===== config.mk =====
export PLATFORM = sky130hd
export DESIGN_NAME = level_controller
export DESIGN_NICKNAME = d
export VERILOG_FILES = /design/src/rtl/level_controller.sv
export SDC_FILE = /design/constraint.sdc
export NUM_CORES = 1
export LEC_CHECK = 0
export ABC_AREA = 1
export CORE_AREA = 2 2 74 59
export CTS_BUF_LIST = sky130_fd_sc_hd__clkbuf_8
export DETAILED_ROUTE_END_ITERATION = 10
export DIE_AREA = 0 0 76 61
export PLACE_DENSITY = 0.68
export SLEW_MARGIN = 20
export SYNTH_ARGS = -nofsm -noshare
export SYNTH_HDL_FRONTEND = slang
export SYNTH_SLANG_ARGS = --single-unit

===== constraint.sdc =====
create_clock -name clk -period 2.3 [get_ports clk]
set_clock_uncertainty 0.1 [all_clocks]
set_input_delay 0.46 -clock clk [delete_from_list [all_inputs] [get_ports clk]]
set_output_delay 0.46 -clock clk [all_outputs]
set_load 0.05 [all_outputs]

===== src/rtl/level_controller.sv =====
// ----------------------------------------------------------------------------
// level_controller
//
// Game-progress controller. Counts hit/miss pulses, keeps score and lives,
// advances the level every HITS_PER_LEVEL hits and, after each level-up,
// pauses play for PAUSE_TICKS rising edges of the divided game tick before
// resuming. The current level feeds clock_divider, whose divided clock comes
// back in here as `tick`, which closes the speed loop.
//
// Parameters:
//   MAX_LEVEL       highest level (levels run 1..MAX_LEVEL, fits in 4 bits)
//   HITS_PER_LEVEL  hits needed to advance one level
//   START_LIVES     lives at game start (1..3)
//   PAUSE_TICKS     tick rising edges spent in LEVEL_UP
//   SCORE_W         score width (score saturates at 2^SCORE_W-1)
//
// Ports:
//   clk         in   system clock, rising edge
//   rst         in   synchronous reset, active low
//   tick        in   divided game clock, sampled in the clk domain
//   start       in   one-cycle pulse: start / restart a game
//   hit         in   one-cycle pulse: player scored
//   miss        in   one-cycle pulse: player missed
//   curr_level  out  current level (to clock_divider)
//   score       out  accumulated score
//   lives       out  remaining lives
//   playing     out  high while in PLAY
//   level_up    out  one-cycle pulse per level increment
//   game_over   out  high while in GAME_OVER
// ----------------------------------------------------------------------------
module level_controller #(
  parameter int MAX_LEVEL      = 9,
  parameter int HITS_PER_LEVEL = 8,
  parameter int START_LIVES    = 3,
  parameter int PAUSE_TICKS    = 4,
  parameter int SCORE_W        = 10
) (
  input  logic               clk,
  input  logic               rst,
  input  logic               tick,
  input  logic               start,
  input  logic               hit,
  input  logic               miss,
  output logic [3:0]         curr_level,
  output logic [SCORE_W-1:0] score,
  output logic [1:0]         lives,
  output logic               playing,
  output logic               level_up,
  output logic               game_over
);

  // Counter widths hold the full terminal count so the counters can be
  // compared against the "last" value without wrap concerns.
  localparam int HIT_W   = (HITS_PER_LEVEL > 1) ? $clog2(HITS_PER_LEVEL + 1) : 1;
  localparam int PAUSE_W = (PAUSE_TICKS > 1) ? $clog2(PAUSE_TICKS + 1) : 1;

  localparam logic [HIT_W-1:0]   HITS_LAST  = HIT_W'(HITS_PER_LEVEL - 1);
  localparam logic [PAUSE_W-1:0] PAUSE_LAST = PAUSE_W'(PAUSE_TICKS - 1);
  localparam logic [3:0]         LEVEL_MAX  = 4'(MAX_LEVEL);
  localparam logic [1:0]         LIVES_INIT = 2'(START_LIVES);
  localparam logic [SCORE_W-1:0] SCORE_MAX  = '1;

  typedef enum logic [1:0] {
    S_IDLE      = 2'd0,
    S_PLAY      = 2'd1,
    S_LEVEL_UP  = 2'd2,
    S_GAME_OVER = 2'd3
  } state_t;

  state_t               state_q;
  logic                 tick_q;
  logic [HIT_W-1:0]     hit_cnt_q;
  logic [PAUSE_W-1:0]   pause_cnt_q;
  logic [3:0]           level_q;
  logic [SCORE_W-1:0]   score_q;
  logic [1:0]           lives_q;
  logic                 playing_q;
  logic                 level_up_q;
  logic                 game_over_q;

  // Combinational helpers feeding the state register.
  logic                 tick_rise_d;
  logic [SCORE_W:0]     score_sum_d;
  logic [SCORE_W-1:0]   score_sat_d;
  logic                 level_done_d;
  logic                 pause_done_d;

  // The tick is slow and comes from our own clock domain (a divided copy of
  // clk), so a single register is enough to find its rising edge.
  assign tick_rise_d = tick & ~tick_q;

  // One extra bit catches the carry out; on carry the score pins at full
  // scale instead of wrapping.
  assign score_sum_d  = {1'b0, score_q} + (SCORE_W + 1)'(level_q);
  assign score_sat_d  = score_sum_d[SCORE_W] ? SCORE_MAX : score_sum_d[SCORE_W-1:0];

  // True when the hit being accepted now is the last one of this level.
  assign level_done_d = (hit_cnt_q == HITS_LAST);

  // True when the tick rise being accepted now ends the pause.
  assign pause_done_d = (pause_cnt_q == PAUSE_LAST);

  always_ff @(posedge clk) begin
    if (!rst) begin
      state_q     <= S_IDLE;
      tick_q      <= 1'b0;
      hit_cnt_q   <= '0;
      pause_cnt_q <= '0;
      level_q     <= 4'd1;
      score_q     <= '0;
      lives_q     <= LIVES_INIT;
      playing_q   <= 1'b0;
      level_up_q  <= 1'b0;
      game_over_q <= 1'b0;
    end else begin
      tick_q     <= tick;
      level_up_q <= 1'b0;

      case (state_q)
        // IDLE and GAME_OVER behave the same way: everything is frozen
        // until start, which re-initialises the game and enters PLAY.
        S_IDLE, S_GAME_OVER: begin
          if (start) begin
            state_q     <= S_PLAY;
            hit_cnt_q   <= '0;
            pause_cnt_q <= '0;
            level_q     <= 4'd1;
            score_q     <= '0;
            lives_q     <= LIVES_INIT;
            playing_q   <= 1'b1;
            game_over_q <= 1'b0;
          end
        end

        S_PLAY: begin
          // A miss takes precedence; a coincident hit is discarded.
          if (miss) begin
            if (lives_q > 2'd1) begin
              lives_q <= lives_q - 2'd1;
            end else begin
              lives_q     <= 2'd0;
              state_q     <= S_GAME_OVER;
              playing_q   <= 1'b0;
              game_over_q <= 1'b1;
            end
          end else if (hit) begin
            score_q <= score_sat_d;
            if (level_done_d) begin
              hit_cnt_q <= '0;
              // At the top level the hit counter still rolls over, but the
              // level holds and play continues without a pause.
              if (level_q < LEVEL_MAX) begin
                level_q     <= level_q + 4'd1;
                level_up_q  <= 1'b1;
                pause_cnt_q <= '0;
                state_q     <= S_LEVEL_UP;
                playing_q   <= 1'b0;
              end
            end else begin
              hit_cnt_q <= hit_cnt_q + 1'b1;
            end
          end
        end

        S_LEVEL_UP: begin
          if (tick_rise_d) begin
            pause_cnt_q <= pause_cnt_q + 1'b1;
            if (pause_done_d) begin
              state_q   <= S_PLAY;
              playing_q <= 1'b1;
            end
          end
        end

        default: begin
          state_q     <= S_IDLE;
          playing_q   <= 1'b0;
          game_over_q <= 1'b0;
        end
      endcase
    end
  end

  assign curr_level = level_q;
  assign score      = score_q;
  assign lives      = lives_q;
  assign playing    = playing_q;
  assign level_up   = level_up_q;
  assign game_over  = game_over_q;

endmodule


# Word level (Yosys, flattened, before mapping)

Index checks and enable logic that the tools add are counted.

Register bits: 29
Output and inout port bits: 19

Reductions and logical operators: 10
Magnitude comparators: 2
Eq/ne operators: 18
Bitwise logic cells: 6
Multiplexer cells: 50
$add $sub $neg: 5

Operators with widths:

| operator                                                              | count |
|---|---|
| 10-bit two-way mux                                                    | 4 |
| 4-bit two-way mux                                                     | 9 |
| 2-bit two-way mux                                                     | 11 |
| 10-bit one-hot mux with 2 select lines                                | 1 |
| 3-bit two-way mux                                                     | 6 |
| 2-bit inequality test, second input constant                          | 9 |
| 4-bit one-hot mux with 2 select lines                                 | 2 |
| 1-bit two-way mux                                                     | 12 |
| 3-bit inequality test, second input constant                          | 4 |
| 6-bit AND reduction                                                   | 2 |
| 10-bit by 4-bit adder with 11-bit output                              | 1 |
| 3-bit one-hot mux with 3 select lines                                 | 1 |
| 4-bit by 1-bit adder with 4-bit output, second input constant         | 2 |
| 4-bit AND reduction                                                   | 2 |
| 7-bit AND reduction                                                   | 1 |
| 2-bit one-hot mux with 3 select lines                                 | 1 |
| 1-bit inverter                                                        | 5 |
| 5-bit OR reduction                                                    | 1 |
| 2-bit equality test, second input constant                            | 2 |
| 4-bit by 3-bit equality test with 1-bit output, second input constant | 1 |
| 4-bit < comparator, second input constant                             | 1 |
| 2-bit one-hot mux with 2 select lines                                 | 1 |
| 3-bit by 1-bit adder with 3-bit output, second input constant         | 1 |
| 3-bit by 2-bit equality test with 1-bit output, second input constant | 1 |
| other kinds (10)                                                      | 10 |

# Logic depth before layout (Yosys ltp)

Word-level depth: 6
Depth in mapped cells: 13

# Least setup slack after synthesis

OpenSTA, ideal clock, no wires.

Path kind: register to register
Start: register level_q[0] (netlist: curr_level[0])
End: register score_q[6] (netlist: score[6])
Stages on the path, launching flop included: 9
Period minus slack after synthesis: 2,009 ps
Setup time: 68 ps
Arrival: 1,841 ps
Buffers on the path: 0
Setup slack: 291 ps
Cells stage by stage: dfxtp_1 ha_1 fa_1 nand3_1 nand2_1 nand3_1 o21ai_0 nand2_1 a21oi_2

Cells in the longest elaborated chain, start to end: 5

Ends and longest elaborated chain:

| element                                  | RTL line | RTL |
|---|---|---|
| from (decl)                              | 74       | `logic [3:0] level_q;` |
| from (signal assigned)                   | 153      | `level_q <= level_q + 4'd1;` |
| 10-bit by 4-bit adder with 11-bit output | 94       | `assign score_sum_d = {1'b0, score_q} + (SCORE_W + 1)'(level_q);` |
| 10-bit two-way mux                       | 95       | `assign score_sat_d = score_sum_d[SCORE_W] ? SCORE_MAX : score_sum_d[SCORE_W-1:0];` |
| 10-bit two-way mux                       | 146      | `end else if (hit) begin` |
| 10-bit two-way mux                       | 137      | `if (miss) begin` |
| 10-bit one-hot mux with 2 select lines   | 119      | `case (state_q)` |
| to (signal assigned)                     | 147      | `score_q <= score_sat_d;` |
| to (decl)                                | 75       | `logic [SCORE_W-1:0] score_q;` |

Every way passes these cells. The select of a mux whose other input is x is not followed.
A chain may end at the register's enable or synchronous reset.

# Worst setup path after layout

Start: register level_q[1] (netlist: curr_level[1])
End: output port curr_level[1]

RTL lines:

| element   | RTL line | RTL |
|---|---|---|
| to (decl) | 44       | `output logic [3:0] curr_level,` |

No word-level cell between the ends.

==> impl_metrics.ini <==
[yosys]
synth_top_area_frac = 0.343
syn_area_mm2 = 0.00169
postSynthCellCount = 241
synth-seq-cells = 29
syn_avg_cell_area_um2 = 7.03
ys_seq_area_frac = 0.343
synth_top_cell_by_area = dfxtp_1
synth_nets = 259
synth_area_leaders = dfxtp_1 (34%), nand2_1 (14%), ha_1 (8.1%)
synth_cell_types = 30
yosysWarnings = 0

[timing]
report.final.hold_viol_count = 0
tns_ns = 0
tightest_slew_ns = 0.586
timing.final.crit_share = 0.949
worst_slew_margin_rel = 0.609
rsz0062_at_grt = no
fmax_ghz = 0.458
fin_crit_ns = 2.18
slew_viol_final = 0
finalSetupViolations = 0

[drt]
dr_total_vias = 1525
drtPass1Iterations = 4
via_per_inst = 4.71
drtIter0Drc = 55
drc = 0
antenna_left = 0
wl_um = 3530
wl_per_cell_um = 10.9

[cts]
clk_pin_slew_ns = 0.07
h-tree-depth = 2
cts_setup_buffers = 0
clkLatencyLatePin_ns = 0.29
cts_root_buffer = clkbuf_8
cts_sinks = 29
postCtsResizedCells = 0
cts_made_buffers = 5
cts_hold_buf = 0
cts_tree = built
clock_path_buffers = 2

[layout]
final_layout_size_suffix_gt1_frac = 0.134
syn2layout_area_growth_pct = 23.0
final_common_cell = nand2_1
layout_common_cells = nand2_1 (64), dfxtp_1 (29), inv_1 (25)
fin_nets = 286
antenna_cells = 0

[global_route]
grt_overflow_total = 0
grt_usage = 0.169
grt_pass1_wl_um = 6070
antenna_found_initial = 0
grt_pass1_vias = 1327
grt_max_degree = 17

[setup_path]
arrival_ns = 1.62
regToRegEndpoint = score[6]
critPathMaxStageDelay_ns = 0.86
cp-end-kind = output port
crit_required_ns = 1.74
crit_family = buffers and inverters
crit_slowest_cell = clkdlybuf4s50_1
worstReg2RegStart = curr_level[0]
r2r_cells = 8
cp_max_fo = 6
cp-start-kind = flop
r2r_slack_ns = 0.35
crit_type = flop to output port
crit_chain = clkdlybuf4s50_1
critPathBufInv = 1

[hold_path]
holdCritStartpoint = pause_cnt_q[2]
hold_class = flop to flop
worstHoldPathCells = 2
hold_end = pause_cnt_q[2]

[power]
p_total_mw = 2.07
ir_worst_vdd_mv = 0.551
powerDensity_mw_per_mm2 = 992
power_leakage_nw = 0.897

[status]
status = finished clean

[place]
place_congestion = 0.847
portBuffers = 24
hpwlAfterDp_um = 2610

[flow_run]
drv_cap = 0

[floorplan]
die_h_um = 61
start_util = 0.437
die-area_mm2 = 0.00464
pin_count = 25
rows = 20
die_x_um = 76
fp.coreArea_mm2 = 0.00388
==> worst min-delay path, cell delays in order (launching register included) <==
cell and delay, ns:
dfxtp_1 0.30, inv_1 0.07, a21oi_1 0.06
==> how the worst max path moves through the flow <==
stage,from,end,slack [ns],cells after the start
CTS,curr_level[1],curr_level[1],0.1,1
detailed placement,hit,score[6],0.31,11
global route,curr_level[1],curr_level[1],0.04,1
floorplan,curr_level[0],score[6],0.29,8
finish,curr_level[1],curr_level[1],0.12,1
global placement,hit,score[6],0.34,11
==> power by group <==
group          internal, mW  leakage, nW  switching (mW)
clock                 0.324       0.0543           0.218
combinational         0.281        0.606           0.588
sequential            0.581        0.236          0.0758
==> synthesized netlist by cell type <==
library cell and instances:
buf_4 1, nand2_2 5, nor2_4 2, inv_2 9
a21oi_2 2, o21ai_2 2, inv_1 25, nand3_1 20
o21ai_1 6, ha_1 11, buf_6 3, buf_1 1
dfxtp_1 29, a31oi_1 1, a21oi_1 19, nor2_1 18
nand4_1 1, xnor2_1 2, a211oi_1 2, nor3_1 1
nor4_1 1, clkbuf_2 1, fa_1 1, nand2_1 64
o211ai_1 1, nand3_2 3, nor2_2 2, clkinv_1 1
nor3_4 1, o21ai_0 6
==> cells by family after synthesis <==
| logic type | synth area share |
|---|---|
| XOR/XNOR | 0.0103 |
| flip-flops | 0.343 |
| AND/OR/NAND/NOR | 0.318 |
| adder cells (fa/ha/maj) | 0.0931 |
| buffers and inverters | 0.107 |
| AO/OA/AOI/OAI | 0.129 |
==> final cells by class <==
class	instances	area (um^2)
Fill cell	395	1800
Sequential cell	29	581
Inverter	35	131
Clock buffer	5	68.8
Multi-Input combinational cell	171	932
Clock inverter	3	46.3
Timing Repair Buffer	26	255
Tap cell	55	68.8
==> metrics by stage <==
step           instance area (um^2)  std cells  hold WS [ns]  setup WS, ns   util
2_1_floorplan                  1690        241         0.336         0.291      -
4_1_cts                        2080        324         0.376        0.0965  0.537
3_5_place_dp                   1970        316         0.357         0.314  0.507
3_3_place_gp                   1970        316         0.350         0.335  0.507
5_1_grt                        2080        324         0.402        0.0392  0.537
6_report                       2080        324         0.373         0.118  0.537
==> routing by layer <==
layer / global-route usage / vias to the layer above / part of all wire
met2: 0.250 / 32 / 0.40
met1: 0.235 / 665 / 0.54
met5: 0 / - / 0
met4: 0.0727 / 0 / 0.015
li1: - / 822 / -
met3: 0.0446 / 6 / 0.047
==> registers in the layout, summed over array words and instances (netlist names) <==
| register | flops |
|---|---|
| score | 10 |
| curr_level | 4 |
| hit_cnt_q | 4 |
| pause_cnt_q | 3 |
| lives | 2 |
| state_q | 2 |
| game_over | 1 |
| level_up | 1 |
| playing | 1 |
| tick_q | 1 |
Note: power is estimated with default switching activity, not from simulation.
